### config.mk
export PLATFORM = sky130hd
export DESIGN_NAME = fifo_read_unpacker_flat
export DESIGN_NICKNAME = d
export VERILOG_FILES = /design/src/rtl/fifo_read_unpacker_if.sv /design/src/rtl/fifo_read_unpacker.sv /design/src/flat_wrapper.sv
export SDC_FILE = /design/constraint.sdc
export NUM_CORES = 1
export LEC_CHECK = 0
export CORE_UTILIZATION = 58
export DETAILED_ROUTE_END_ITERATION = 8
export DONT_BUFFER_PORTS = 1
export GPL_TIMING_DRIVEN = 0
export PLACE_DENSITY = 0.75
export SLEW_MARGIN = 30
export SYNTH_ARGS = -nofsm -noshare
export SYNTH_HDL_FRONTEND = slang
export SYNTH_SLANG_ARGS = --single-unit
### constraint.sdc
create_clock -name clk -period 1.65 [get_ports clk]
set_input_delay 0.2475 -clock clk [delete_from_list [all_inputs] [get_ports clk]]
set_output_delay 0.2475 -clock clk [all_outputs]
set_load 0.01 [all_outputs]
### src/rtl/fifo_read_unpacker_if.sv
// Read-port and serial-stream signals of the buffer read unpacker.
// The unpacker uses the master view; the surrounding logic uses the slave view.
interface fifo_read_unpacker_if #(
    parameter int WIDTH = 8,
    parameter int J     = 4
);
    logic                   fifo_empty;
    logic                   fifo_valid;
    logic [WIDTH*J-1:0]     fifo_data;
    logic                   fifo_r_en;
    logic [WIDTH-1:0]       ser_out;
    logic                   ser_valid;
    logic                   ser_ready;
    logic                   busy;
    logic [$clog2(J)-1:0]   lane_idx;
    logic                   err;

    modport master (
        input  fifo_empty, fifo_valid, fifo_data, ser_ready,
        output fifo_r_en, ser_out, ser_valid, busy, lane_idx, err
    );

    modport slave (
        output fifo_empty, fifo_valid, fifo_data, ser_ready,
        input  fifo_r_en, ser_out, ser_valid, busy, lane_idx, err
    );
endinterface

### src/rtl/fifo_read_unpacker.sv
// Reads one J-lane word from the parallel buffer and serialises it lane 0 first
// onto a WIDTH-bit valid/ready stream; flags read timeouts and spurious data.
module fifo_read_unpacker #(
    parameter int WIDTH   = 8,
    parameter int J       = 4,
    parameter int TIMEOUT = 8
) (
    input  logic                 clk,
    input  logic                 rst,
    fifo_read_unpacker_if.master bus
);
    localparam int LW = $clog2(J);
    localparam int CW = $clog2(TIMEOUT + 1);
    localparam logic [LW-1:0] LAST_LANE   = LW'(J - 1);
    localparam logic [CW-1:0] TIMEOUT_CNT = CW'(TIMEOUT);

    typedef enum logic [1:0] {
        IDLE,
        REQ,
        WAIT,
        SEND
    } state_t;

    state_t                  state, state_d;
    logic [J-1:0][WIDTH-1:0] hold, hold_d;
    logic [LW-1:0]           lane_idx, lane_d;
    logic [CW-1:0]           cnt, cnt_d;
    logic                    err, err_d;

    // NOTE: the holding register is reset along with the control state so a
    // stale word can never reappear on ser_out after an aborted transfer.
    always_ff @(posedge clk or negedge rst) begin
        if (!rst) begin
            state    <= IDLE;
            hold     <= '0;
            lane_idx <= '0;
            cnt      <= '0;
            err      <= 1'b0;
        end else begin
            // NOTE: non-blocking assignments so every register samples the
            // values from before this edge, independent of statement order.
            state    <= state_d;
            hold     <= hold_d;
            lane_idx <= lane_d;
            cnt      <= cnt_d;
            err      <= err_d;
        end
    end

    always_comb begin
        // NOTE: every signal gets a hold-value default first, so no path
        // through the case leaves one unassigned and no latch is inferred.
        state_d = state;
        hold_d  = hold;
        lane_d  = lane_idx;
        cnt_d   = cnt;
        err_d   = err;

        // Data the buffer pushes when no read is outstanding is ignored but flagged.
        if (bus.fifo_valid && state != WAIT) begin
            err_d = 1'b1;
        end

        unique case (state)
            IDLE: begin
                if (!bus.fifo_empty) begin
                    state_d = REQ;
                end
            end
            REQ: begin
                state_d = WAIT;
                cnt_d   = '0;
            end
            WAIT: begin
                if (bus.fifo_valid) begin
                    hold_d  = bus.fifo_data;
                    lane_d  = '0;
                    state_d = SEND;
                end else begin
                    cnt_d = cnt + 1'b1;
                    if (cnt_d == TIMEOUT_CNT) begin
                        err_d   = 1'b1;
                        state_d = IDLE;
                    end
                end
            end
            SEND: begin
                if (bus.ser_ready) begin
                    if (lane_idx == LAST_LANE) begin
                        lane_d  = '0;
                        // Chain straight into the next read when more data waits.
                        state_d = bus.fifo_empty ? IDLE : REQ;
                    end else begin
                        lane_d = lane_idx + 1'b1;
                    end
                end
            end
            default: state_d = IDLE;
        endcase
    end

    assign bus.fifo_r_en = (state == REQ);
    assign bus.ser_valid = (state == SEND);
    assign bus.ser_out   = hold[lane_idx];
    assign bus.busy      = (state != IDLE);
    assign bus.lane_idx  = lane_idx;
    assign bus.err       = err;
endmodule

### src/flat_wrapper.sv
// flat-port wrapper written by rule: the top's interface ports become plain ports
module fifo_read_unpacker_flat 
#(
    parameter int WIDTH   = 8,
    parameter int J       = 4,
    parameter int TIMEOUT = 8
)
  (clk, rst, bus_fifo_empty, bus_fifo_valid, bus_fifo_data, bus_ser_ready, bus_fifo_r_en, bus_ser_out, bus_ser_valid, bus_busy, bus_lane_idx, bus_err);
  fifo_read_unpacker_if #(.WIDTH(WIDTH), .J(J)) bus_i ();
  input  logic clk;
  input  logic rst;
  input wire logic [$bits(bus_i.fifo_empty)-1:0] bus_fifo_empty;
  input wire logic [$bits(bus_i.fifo_valid)-1:0] bus_fifo_valid;
  input wire logic [$bits(bus_i.fifo_data)-1:0] bus_fifo_data;
  input wire logic [$bits(bus_i.ser_ready)-1:0] bus_ser_ready;
  output wire logic [$bits(bus_i.fifo_r_en)-1:0] bus_fifo_r_en;
  output wire logic [$bits(bus_i.ser_out)-1:0] bus_ser_out;
  output wire logic [$bits(bus_i.ser_valid)-1:0] bus_ser_valid;
  output wire logic [$bits(bus_i.busy)-1:0] bus_busy;
  output wire logic [$bits(bus_i.lane_idx)-1:0] bus_lane_idx;
  output wire logic [$bits(bus_i.err)-1:0] bus_err;
  assign bus_i.fifo_empty = bus_fifo_empty;
  assign bus_i.fifo_valid = bus_fifo_valid;
  assign bus_i.fifo_data = bus_fifo_data;
  assign bus_i.ser_ready = bus_ser_ready;
  assign bus_fifo_r_en = bus_i.fifo_r_en;
  assign bus_ser_out = bus_i.ser_out;
  assign bus_ser_valid = bus_i.ser_valid;
  assign bus_busy = bus_i.busy;
  assign bus_lane_idx = bus_i.lane_idx;
  assign bus_err = bus_i.err;
  fifo_read_unpacker #(.WIDTH(WIDTH), .J(J), .TIMEOUT(TIMEOUT)) u_core (.clk(clk), .rst(rst), .bus(bus_i));
endmodule
# ---- Word level (Yosys, flattened, before mapping)
# Index checks and enable logic that the tools add are counted.
dict set report classes {
  addsub 2
  magnitude_cmp 1
  n_eq_ne 12
  n_mux 19
  reduce_logical 9
}
# operator n
set ops {}
lappend ops {{8-bit binary-select mux with 2-bit select} 1}
lappend ops {{2-bit 2-to-1 mux} 8}
lappend ops {{2-bit != test (second input constant)} 5}
lappend ops {{8-bit 2-to-1 mux} 1}
lappend ops {{2-bit one-hot mux with 4 select lines} 1}
lappend ops {{4-bit one-hot mux with 2 select lines} 1}
lappend ops {{2-bit equality test (second input constant)} 3}
lappend ops {{2-bit nonzero test} 3}
lappend ops {{1-bit 2-to-1 mux} 5}
lappend ops {{4-bit by 1-bit adder with 4-bit output (second input constant)} 1}
lappend ops {{4-bit equality test (second input constant)} 1}
lappend ops {{4-bit 2-to-1 mux} 1}
lappend ops {{2-bit one-hot mux with 2 select lines} 1}
lappend ops {{2-bit AND reduction} 2}
lappend ops {{4-bit AND reduction} 1}
lappend ops {{2-bit by 3-bit < comparator with 1-bit output (second input constant)} 1}
lappend ops {{3-bit by 2-bit != test with 1-bit output (second input constant)} 1}
lappend ops {{3-bit AND reduction} 1}
lappend ops {{2-bit by 1-bit adder with 2-bit output (second input constant)} 1}
lappend ops {{2-bit by 1-bit equality test with 1-bit output (second input constant)} 1}
lappend ops {{2-bit zero test} 1}
lappend ops {{2-bit by 1-bit != test with 1-bit output (second input constant)} 1}
lappend ops {{1-bit logical AND} 1}
dict set report totals {
  reg_bits 41
  input_bits 37
  output_inout_bits 14
  word_cells 51
}

# ---- Logic depth before layout (Yosys ltp)
# Gate-level depths: netlist of the first run.
dict set report logic_depth {
  word_depth 6
  depth_mapped 5
  depth_no_buf 4
}

# ---- Worst setup path after synthesis of the first run
# OpenSTA, ideal clock, no wires.
dict set report synth_path {
  path_type {reg-to-output}
  start {register u_core.lane_idx[0], in the netlist u_core.bus.lane_idx[0]}
  end {output bus_ser_out[0]}
  t_arrival_ps 1238
  path_slack_ps 164
  stages_incl_launch_ff 3
  n_path_buf 1
  cell_sequence {dfrtp_1 -> buf_2 -> mux4_2}
}
dict set report synth_between {
  elab_chain_cells 2
}
# element line
set synth_rtl {}
lappend synth_rtl {{from (decl)} fifo_read_unpacker.sv:26} ;# logic [LW-1:0] lane_idx, lane_d;
lappend synth_rtl {{from (signal assigned)} fifo_read_unpacker.sv:44} ;# lane_idx <= lane_d;
lappend synth_rtl {{8-bit binary-select mux with 2-bit select} fifo_read_unpacker.sv:104} ;# assign bus.ser_out = hold[lane_idx];
lappend synth_rtl {{8-bit 2-to-1 mux (implied by the code)} fifo_read_unpacker.sv:104}
lappend synth_rtl {{to (decl)} flat_wrapper.sv:17} ;# output wire logic [$bits(bus_i.ser_out)-1:0] bus_ser_out;
# Every way passes these cells. The select of a mux whose other input is x is not followed.

# ---- Worst setup path after layout of the first run
dict set report layout_path {
  start {register u_core.lane_idx[0], in the netlist u_core.bus.lane_idx[0]}
  end {output bus_ser_out[1]}
}
# Same word-level chain as after synthesis.

==> flow_summary.ini, run 1 <==
[routing]
initialDrtViolationCount = 39
firstDrtPassIters = 4
vias_per_cell = 5.99
route.detailed.drc = 0
vias = 1151
drt-total-wl_um = 3760
avgRoutedWirePerCell_um = 19.6
ant_nets = 0

[die]
core_region_area_sq_um = 3360
die_y_um = 61.6
dieArea_sq_um = 3790
die_x_um = 61.6
start_util = 0.612
io_pins = 51
std_cell_rows = 21

[setup_path]
worst-endpoint-arrival_ns = 1.51
critPathRequiredTime_ns = 1.40
crit_fanout = 10
crit_type = reg -> out
crit_path_end_kind = primary output
start_kind = register

[yosys]
synth_xor_area_frac = 0.00426
synth_seq_area_share = 0.499
synth_edf_count = 0
synth_area_sq_um = 2060
ys_types = 32
synth_fa_ha_area_frac = 0.0122
synthArstFlopShare = 1.00
synth-simple-area-share = 0.0766
ys_warn_count = 0
syn_avg_cell_area_sq_um = 15.1
synthMuxAreaShare = 0.314
syn-instance-count = 136
ys_ff_latch = 41
synth_ff_type = dfrtp_1
syn_nets = 175
synth_top_family_by_area = multiplexers
synth_compound_gate_area_share = 0.0511

[clock_tree]
h-tree-depth = 2
cts_tree = built
clock-sinks = 41
cts_buffers = 5
cts_max_path_buffers = 2
path_clk_slew_ns = 0.12
clk-insertion-delay-late_ns = 0.35
root_buffer = clkbuf_4

[layout]
final_cells = 192
post-route-util = 0.668
multi_input_area_sq_um = 942
final_common_cell = dfrtp_1
final-seq-area_sq_um = 1030
diodes = 0
fill_cells = 278
drive_gt1_frac = 0.425
area_delta_synth_final_pct = 9.25
fin_nets = 184
layout_common_cells = 40 x dfrtp_1, 28 x mux2_4, 8 x mux4_2

[timing]
fmax_mhz = 570
finalCritPeriodShare = 1.06
finalSetupViolCount = 8
relSlewSlack = 0.827
tightest_slew_ns = 0.255
fin_skew_ns = 0.00888
rsz0062_at_grt = true
fin_ws_ns = -0.104
finalSetupTns_ns = -0.764
final_max_slew_viol_count = 0
hold_viol = 0
period_minus_slack_ns = 1.75

[power]
combPwrFrac = 0.446
cellLeakagePower_nw = 1.06
power_frac_seq = 0.403
p_sw_mw = 1.40
p_total_mw = 4.44
pwr_density_cell_nw_per_um2 = 1980
p_int_mw = 3.05
worst_ir_drop_vdd_uv = 1210
sw_frac_of_total = 0.314
pwr-share-clk = 0.151

[status]
status = finished, violations left
violations = negative setup slack

[global_route]
grt_pass1_wl_um = 5660
met1_usage = 0.271
grt_max_degree = 42
grt_overflow = 0
grt_use_met3 = 0.0693
grt_pass1_vias = 1166
grt_busiest_layer = met2
antenna_found_initial = 0
use_met2 = 0.366
grt_usage = 0.218

[place]
post-place-ws_ns = 0.00983
gp_congestion = 0.745
hpwl_um = 2720
dp.cells = 182
port-buffer-count = 0

[min_path]
hold_path.class = in -> reg

[job]
cap_violations = 0
## cells by family (layout without fill, tap and decap cells)
family / Yosys count / in the layout
flops: 41 / 41
mux: 40 / 40
simple gates: 24 / 24
compound gates: 15 / 15
buf+inv: 13 / 23
fa+ha+maj: 2 / 2
xor+xnor: 1 / 1
## sequential cells by signal, indices dropped and copies added, names as in the netlist
signal               count
u_core.bus.err           1
u_core.state             2
u_core.cnt               4
u_core.bus.lane_idx      2
u_core.hold             32
## worst max-delay path, stage by stage, from the launching register on
cell,delay [ns]
dfrtp_2,0.44
buf_12,0.16
mux4_2,0.56
## cell type report
class                           count  share of cell area
Sequential cell                    41               0.457
Inverter                            4             0.00668
Tap cell                           46              0.0256
Timing Repair Buffer                2              0.0134
Multi-Input combinational cell     82               0.419
Buffer                              9              0.0401
Clock buffer                        7              0.0245
Clock inverter                      1              0.0134
## cell usage after synthesis (2+ instances only)
master    count  share of area
nor2_1        2         0.0037
dfrtp_1      41           0.50
a22o_1        3          0.013
nand3_1       7          0.017
buf_6         4          0.022
buf_2         2         0.0049
mux2_4       28           0.20
inv_1         4         0.0073
a21oi_1       2         0.0049
ha_1          2          0.012
buf_4         2         0.0073
o21ai_0       4         0.0097
nand2b_1      2         0.0061
nor2b_1       2         0.0061
nand2_1       3         0.0055
mux2_2        4          0.022
mux4_2        8          0.088
a21o_1        2         0.0073
## routing by layer
| metal | routed length [um] | part of all wire | vias up |
|---|---|---|---|
| met3 | 263 | 0.070 | 6 |
| met5 | 0 | 0 | - |
| met4 | 46 | 0.012 | 0 |
| met1 | 1500 | 0.40 | 590 |
| li1 | - | - | 518 |
| met2 | 1960 | 0.52 | 37 |
## final timing paths
| kind | cells after the start | slack [ns] | start | end |
|---|---|---|---|---|
| max | 2 | -0.10 | u_core.bus.lane_idx[0] | bus_ser_out[1] |
| max in group asynchronous | 2 | 1.08 | rst | u_core.bus.lane_idx[0] |
| min reg2reg | 1 | 0.52 | u_core.hold[18] | u_core.hold[18] |
| max reg2reg | 4 | 0.15 | u_core.cnt[0] | u_core.bus.err |
| min in group asynchronous | 2 | 0.36 | rst | u_core.hold[12] |
| min | 1 | 0.04 | bus_fifo_data[9] | u_core.hold[9] |
## power groups by stage
stage / combinational, mW / sequential, mW / clock [mW]
final: 1.98 / 1.79 / 0.671
after global routing: 2.14 / 1.86 / 0.727
after CTS: 2.00 / 1.79 / 0.690
after detailed placement: 1.92 / 1.81 / 0
after global placement: 1.87 / 1.76 / 0
after floorplan: 1.68 / 1.70 / 0
## repair_timing
item,in CTS,in global routing
hold endpoints to repair,41,0
hold buffers,2,0
buffers inserted,0,0
resized for setup,6,1
setup endpoints to repair,8,8
## per-stage QoR
stage          area (sq um)  hold slack, ns
2_1_floorplan          2060         -0.0481
3_3_place_gp           2110         -0.0473
3_5_place_dp           2110         -0.0471
4_1_cts                2250          0.0254
5_1_grt                2250          0.0221
6_report               2250          0.0385
No activity file was read; power rests on OpenSTA's default activity.
==> inputs of run 2 (changes only) <==
--- a/config.mk
+++ b/config.mk
@@ -5,6 +5,8 @@
 export SDC_FILE = /design/constraint.sdc
 export NUM_CORES = 1
 export LEC_CHECK = 0
+export ABC_CLOCK_PERIOD_IN_PS = 1650
+export CORE_MARGIN = 2
 export CORE_UTILIZATION = 58
 export DETAILED_ROUTE_END_ITERATION = 8
 export DONT_BUFFER_PORTS = 1
==> flow_summary.ini, run 2 (synthesized netlist as in run 1, its figures left out) <==
[status]
violations = negative setup slack
status = finished, violations left

[job]
cap_violations = 0

[place]
gp_congestion = 0.750
port-buffer-count = 0
hpwl_um = 2670
placed_area_sq_um = 2110

[layout]
layout_common_cells = 40 x dfrtp_1, 28 x mux2_4, 8 x mux4_2
drive_gt1_frac = 0.429
design_area_sq_um = 2240
fill_cells = 271
diodes = 0
reg_top3 = u_core.hold: 32 flops, u_core.cnt: 4 flops
top_register = u_core.hold
area_delta_synth_final_pct = 8.82
fin_nets = 186
largest_reg_flops = 32
final_common_cell = dfrtp_1
post-route-util = 0.666

[setup_path]
worst-endpoint-arrival_ns = 1.51
crit_type = reg -> out
crit_fanout = 9
crit_path_end_kind = primary output
critPathRequiredTime_ns = 1.40
start_kind = register

[global_route]
grt_usage = 0.220
grt_pass1_wl_um = 6590
grt_overflow = 0
antenna_found_initial = 0
grt_pass1_vias = 1272
grt_max_degree = 42

[timing]
fin_skew_ns = 0.00542
fmax_mhz = 570
final_max_slew_viol_count = 0
finalCritPeriodShare = 1.06
tightest_slew_ns = 0.269
fin_ws_ns = -0.103
rsz0062_at_grt = true
hold_viol = 0
finalSetupViolCount = 8
period_minus_slack_ns = 1.75
relSlewSlack = 0.818

[clock_tree]
h-tree-depth = 2
root_buffer = clkbuf_4
cts_tree = built
cts_buffers = 5
clk-insertion-delay-late_ns = 0.34
clock-sinks = 41
cts_max_path_buffers = 2
path_clk_slew_ns = 0.11

[routing]
drt-total-wl_um = 3840
vias = 1171
ant_nets = 0
initialDrtViolationCount = 58
avgRoutedWirePerCell_um = 19.9
route.detailed.drc = 0
vias_per_cell = 6.07
firstDrtPassIters = 4

[die]
std_cell_rows = 21
dieArea_sq_um = 4040
io_pins = 51
die_x_um = 63.6
start_util = 0.612
core_region_area_sq_um = 3360
die_y_um = 63.6

[power]
pwr_density_cell_nw_per_um2 = 1920
cellLeakagePower_nw = 1.05
worst_ir_drop_vdd_uv = 995

[min_path]
hold_path.class = in -> reg
==> run 2: cell count changes in the layout (fill, tap and decap cells not counted) <==
cell,delta
buf_2,-1
buf_4,+1
bufinv_16,-1
clkbuf_1,-1
clkbuf_2,+1
clkinvlp_4,+1
dlygate4sd3_1,+1
==> run 2: stage by stage <==
stage | total power [mW] | hold slack [ns] | TNS [ns] | setup WS (ns) | std cells
floorplan | 3.39 | -0.0481 | 0 | 0.164 | 136
global placement | 3.63 | -0.0472 | 0 | 0.0334 | 182
detailed placement | 3.72 | -0.0471 | 0 | 0.0163 | 182
CTS | 4.32 | 0.0347 | -0.888 | -0.117 | 192
global route | 4.60 | 0.00189 | -1.42 | -0.188 | 193
finish | 4.29 | 0.0419 | -0.770 | -0.103 | 193
==> run 2: routing by layer <==
layer / global-route usage / share of wire / up-vias
met5: 0 / 0 / -
met4: 0.0571 / 0.0070 / 0
met3: 0.0839 / 0.057 / 4
met2: 0.333 / 0.49 / 41
met1: 0.301 / 0.44 / 602
li1: - / - / 524
==> run 2: path summary, 6_finish.rpt <==
kind | startpoint | to | slack [ns] | cells after the start
worst max-delay path | u_core.bus.lane_idx[0] | bus_ser_out[1] | -0.10 | 2
worst min-delay path | bus_fifo_data[21] | u_core.hold[21] | 0.04 | 1
worst max register to register | u_core.cnt[0] | u_core.bus.err | 0.13 | 4
worst min register to register | u_core.hold[11] | u_core.hold[11] | 0.52 | 1
max in group asynchronous | rst | u_core.bus.lane_idx[0] | 1.09 | 2
min in group asynchronous | rst | u_core.hold[5] | 0.35 | 2
==> run 2: layout make-up <==
class | count | area (sq um) | share of cell area
Clock buffer | 6 | 51.3 | 0.0229
Clock inverter | 1 | 7.51 | 0.00335
Sequential cell | 41 | 1030 | 0.459
Timing Repair Buffer | 4 | 47.5 | 0.0212
Buffer | 9 | 90.1 | 0.0402
Tap cell | 46 | 57.6 | 0.0257
Inverter | 4 | 15.0 | 0.00671
Multi-Input combinational cell | 82 | 942 | 0.421
==> run 2: timing repair <==
| action | 4_1_cts | 5_1_grt |
|---|---|---|
| hold endpoints to repair | 41 | 1 |
| gates resized for setup | 6 | 0 |
| gates cloned | 0 | 0 |
| pin swaps | 0 | 0 |
| hold buffers | 2 | 1 |
| endpoints found under the setup margin | 8 | 8 |
| setup buffers | 1 | 0 |
==> run 2: report_power, final <==
group	leakage (nW)	internal, mW	switching (mW)
Sequential	0.480	1.48	0.311
Combinational	0.539	1.22	0.774
Clock	0.0303	0.200	0.311
==> run 2: worst max-delay path, stage by stage (launching register included) <==
cell,delay [ns]
dfrtp_2,0.45
buf_12,0.16
mux4_2,0.55
==> inputs of run 3 (changes only) <==
--- a/config.mk
+++ b/config.mk
@@ -5,13 +5,14 @@
 export SDC_FILE = /design/constraint.sdc
 export NUM_CORES = 1
 export LEC_CHECK = 0
-export ABC_CLOCK_PERIOD_IN_PS = 1650
+export ABC_CLOCK_PERIOD_IN_PS = 1700
 export CORE_MARGIN = 2
 export CORE_UTILIZATION = 58
 export DETAILED_ROUTE_END_ITERATION = 8
 export DONT_BUFFER_PORTS = 1
 export GPL_TIMING_DRIVEN = 0
 export PLACE_DENSITY = 0.75
+export SETUP_SLACK_MARGIN = 0.4
 export SLEW_MARGIN = 30
 export SYNTH_ARGS = -nofsm -noshare
 export SYNTH_HDL_FRONTEND = slang
==> constraint.sdc (replaced) <==
create_clock -name clk -period 1.7 [get_ports clk]
set_input_delay 0.255 -clock clk [delete_from_list [all_inputs] [get_ports clk]]
set_output_delay 0.255 -clock clk [all_outputs]
set_load 0.01 [all_outputs]
==> flow_summary.ini, run 3 (synthesized netlist as in run 1, its figures left out) <==
[status]
status = finished, violations left
violations = negative setup slack

[global_route]
grt_pass1_wl_um = 6750
grt_pass1_vias = 1306
antenna_found_initial = 0
grt_usage = 0.227
grt_max_degree = 42
grt_overflow = 0

[power]
pwr_density_cell_nw_per_um2 = 1870
worst_ir_drop_vdd_uv = 1070
cellLeakagePower_nw = 1.13
p_total_mw = 4.48

[timing]
fin_skew_ns = 0.0115
final_max_slew_viol_count = 0
finalSetupViolCount = 8
rsz0062_at_grt = true
fin_ws_ns = -0.0710
relSlewSlack = 0.841
holdWs_ns = 0.0477
hold_viol = 0
tightest_slew_ns = 0.237
fmax_mhz = 565
period_minus_slack_ns = 1.77
finalCritPeriodShare = 1.04

[clock_tree]
clk-insertion-delay-late_ns = 0.34
cts_buffers = 5
clock-sinks = 41
cts_tree = built
cts_max_path_buffers = 2
path_clk_slew_ns = 0.11
root_buffer = clkbuf_4
h-tree-depth = 2

[die]
dieArea_sq_um = 4040
io_pins = 51
start_util = 0.612
core_region_area_sq_um = 3360
std_cell_rows = 21
die_x_um = 63.6
die_y_um = 63.6

[routing]
route.detailed.drc = 0
vias = 1184
ant_nets = 0
drt-total-wl_um = 4160
vias_per_cell = 5.89
initialDrtViolationCount = 99
firstDrtPassIters = 4
avgRoutedWirePerCell_um = 20.7

[min_path]
hold-path-cell-count = 1
hold_path_end = u_core.hold[26]
hold_path.class = in -> reg
worstHoldStart = bus_fifo_data[26]

[setup_path]
crit_path_end_kind = primary output
cp_slowest_cell = mux4_2
r2r-end = u_core.hold[7]
critPathTopFamily = multiplexers
crit_type = reg -> out
critPathMaxStageDelay_ns = 0.55
worstRegToRegCells = 3
critical_path.cell_chain = buf_12, mux4_2
worst-endpoint-arrival_ns = 1.52
critPathBufInv = 1
r2r_start = u_core.state[0]
crit_fanout = 10
critPathRequiredTime_ns = 1.44
r2r_slack_ns = 0.38
start_kind = register

[place]
port-buffer-count = 0
post-place-ws_ns = 0.0109
placed_area_sq_um = 2120
gp_congestion = 0.794
hpwl_um = 2790

[layout]
diodes = 0
layout_common_cells = 40 x dfrtp_1, 30 x mux2_4, 8 x mux4_2
fin_nets = 194
final_common_cell = dfrtp_1
drive_gt1_frac = 0.516
area_delta_synth_final_pct = 16.6
design_area_sq_um = 2400
reg_top3 = u_core.hold: 32 flops, u_core.cnt: 4 flops
largest_reg_flops = 32
top_register = u_core.hold

[job]
cap_violations = 0
[run 3: cell types whose count changed in the layout (fill, tap and decap cells not counted), sizes merged]
cell         previous run  this run
buf                    10        19
clkbuf                  7         8
clkinvlp                1         0
dlygate4sd3             2         1
[run 3: how the worst max path moves through the flow]
stage	to	cells after the start	from	slack, ns
global route	bus_ser_out[1]	2	u_core.bus.lane_idx[0]	-0.14
floorplan	bus_ser_out[0]	2	u_core.bus.lane_idx[0]	0.32
global placement	bus_ser_out[1]	2	u_core.bus.lane_idx[1]	0.09
detailed placement	bus_ser_out[1]	2	u_core.bus.lane_idx[1]	0.01
CTS	bus_ser_out[1]	2	u_core.bus.lane_idx[0]	-0.08
finish	bus_ser_out[1]	2	u_core.bus.lane_idx[0]	-0.07
[run 3: what timing repair did]
item,4_1_cts,5_1_grt
pin swaps,2,2
setup buffers,9,1
endpoints found under the setup margin,41,47
hold buffers,2,0
gates resized for setup,21,12
endpoints found under the hold margin,41,0
[run 3: metal layers]
metal  part of all wire  up-vias  GRT usage
li1                   -      533          -
met1               0.42      611      0.285
met2               0.52       35      0.380
met3              0.050        5     0.0732
met4              0.010        0     0.0571
met5                  0        -          0
[run 3: per-stage QoR]
stage          utilization  std cells  TNS (ns)
3_3_place_gp         0.632        182         0
2_1_floorplan            -        136         0
6_report             0.713        201    -0.518
4_1_cts              0.696        200    -0.608
5_1_grt              0.713        201     -1.07
3_5_place_dp         0.632        182         0
[run 3: report_power, final]
group | internal [mW] | switching (mW) | total (mW)
Clock | 0.195 | 0.284 | 0.479
Sequential | 1.44 | 0.304 | 1.74
Combinational | 1.38 | 0.877 | 2.26
Total | 3.02 | 1.47 | 4.48
[run 3: area by class of cell]
| class | count | area, sq um |
|---|---|---|
| multi-input combinational | 82 | 988 |
| inverter | 4 | 17.5 |
| clock buffer | 7 | 55.1 |
| fill | 241 | 965 |
| timing repair buffer | 12 | 116 |
| tap | 46 | 57.6 |
| buffer | 9 | 136 |
| sequential | 41 | 1030 |
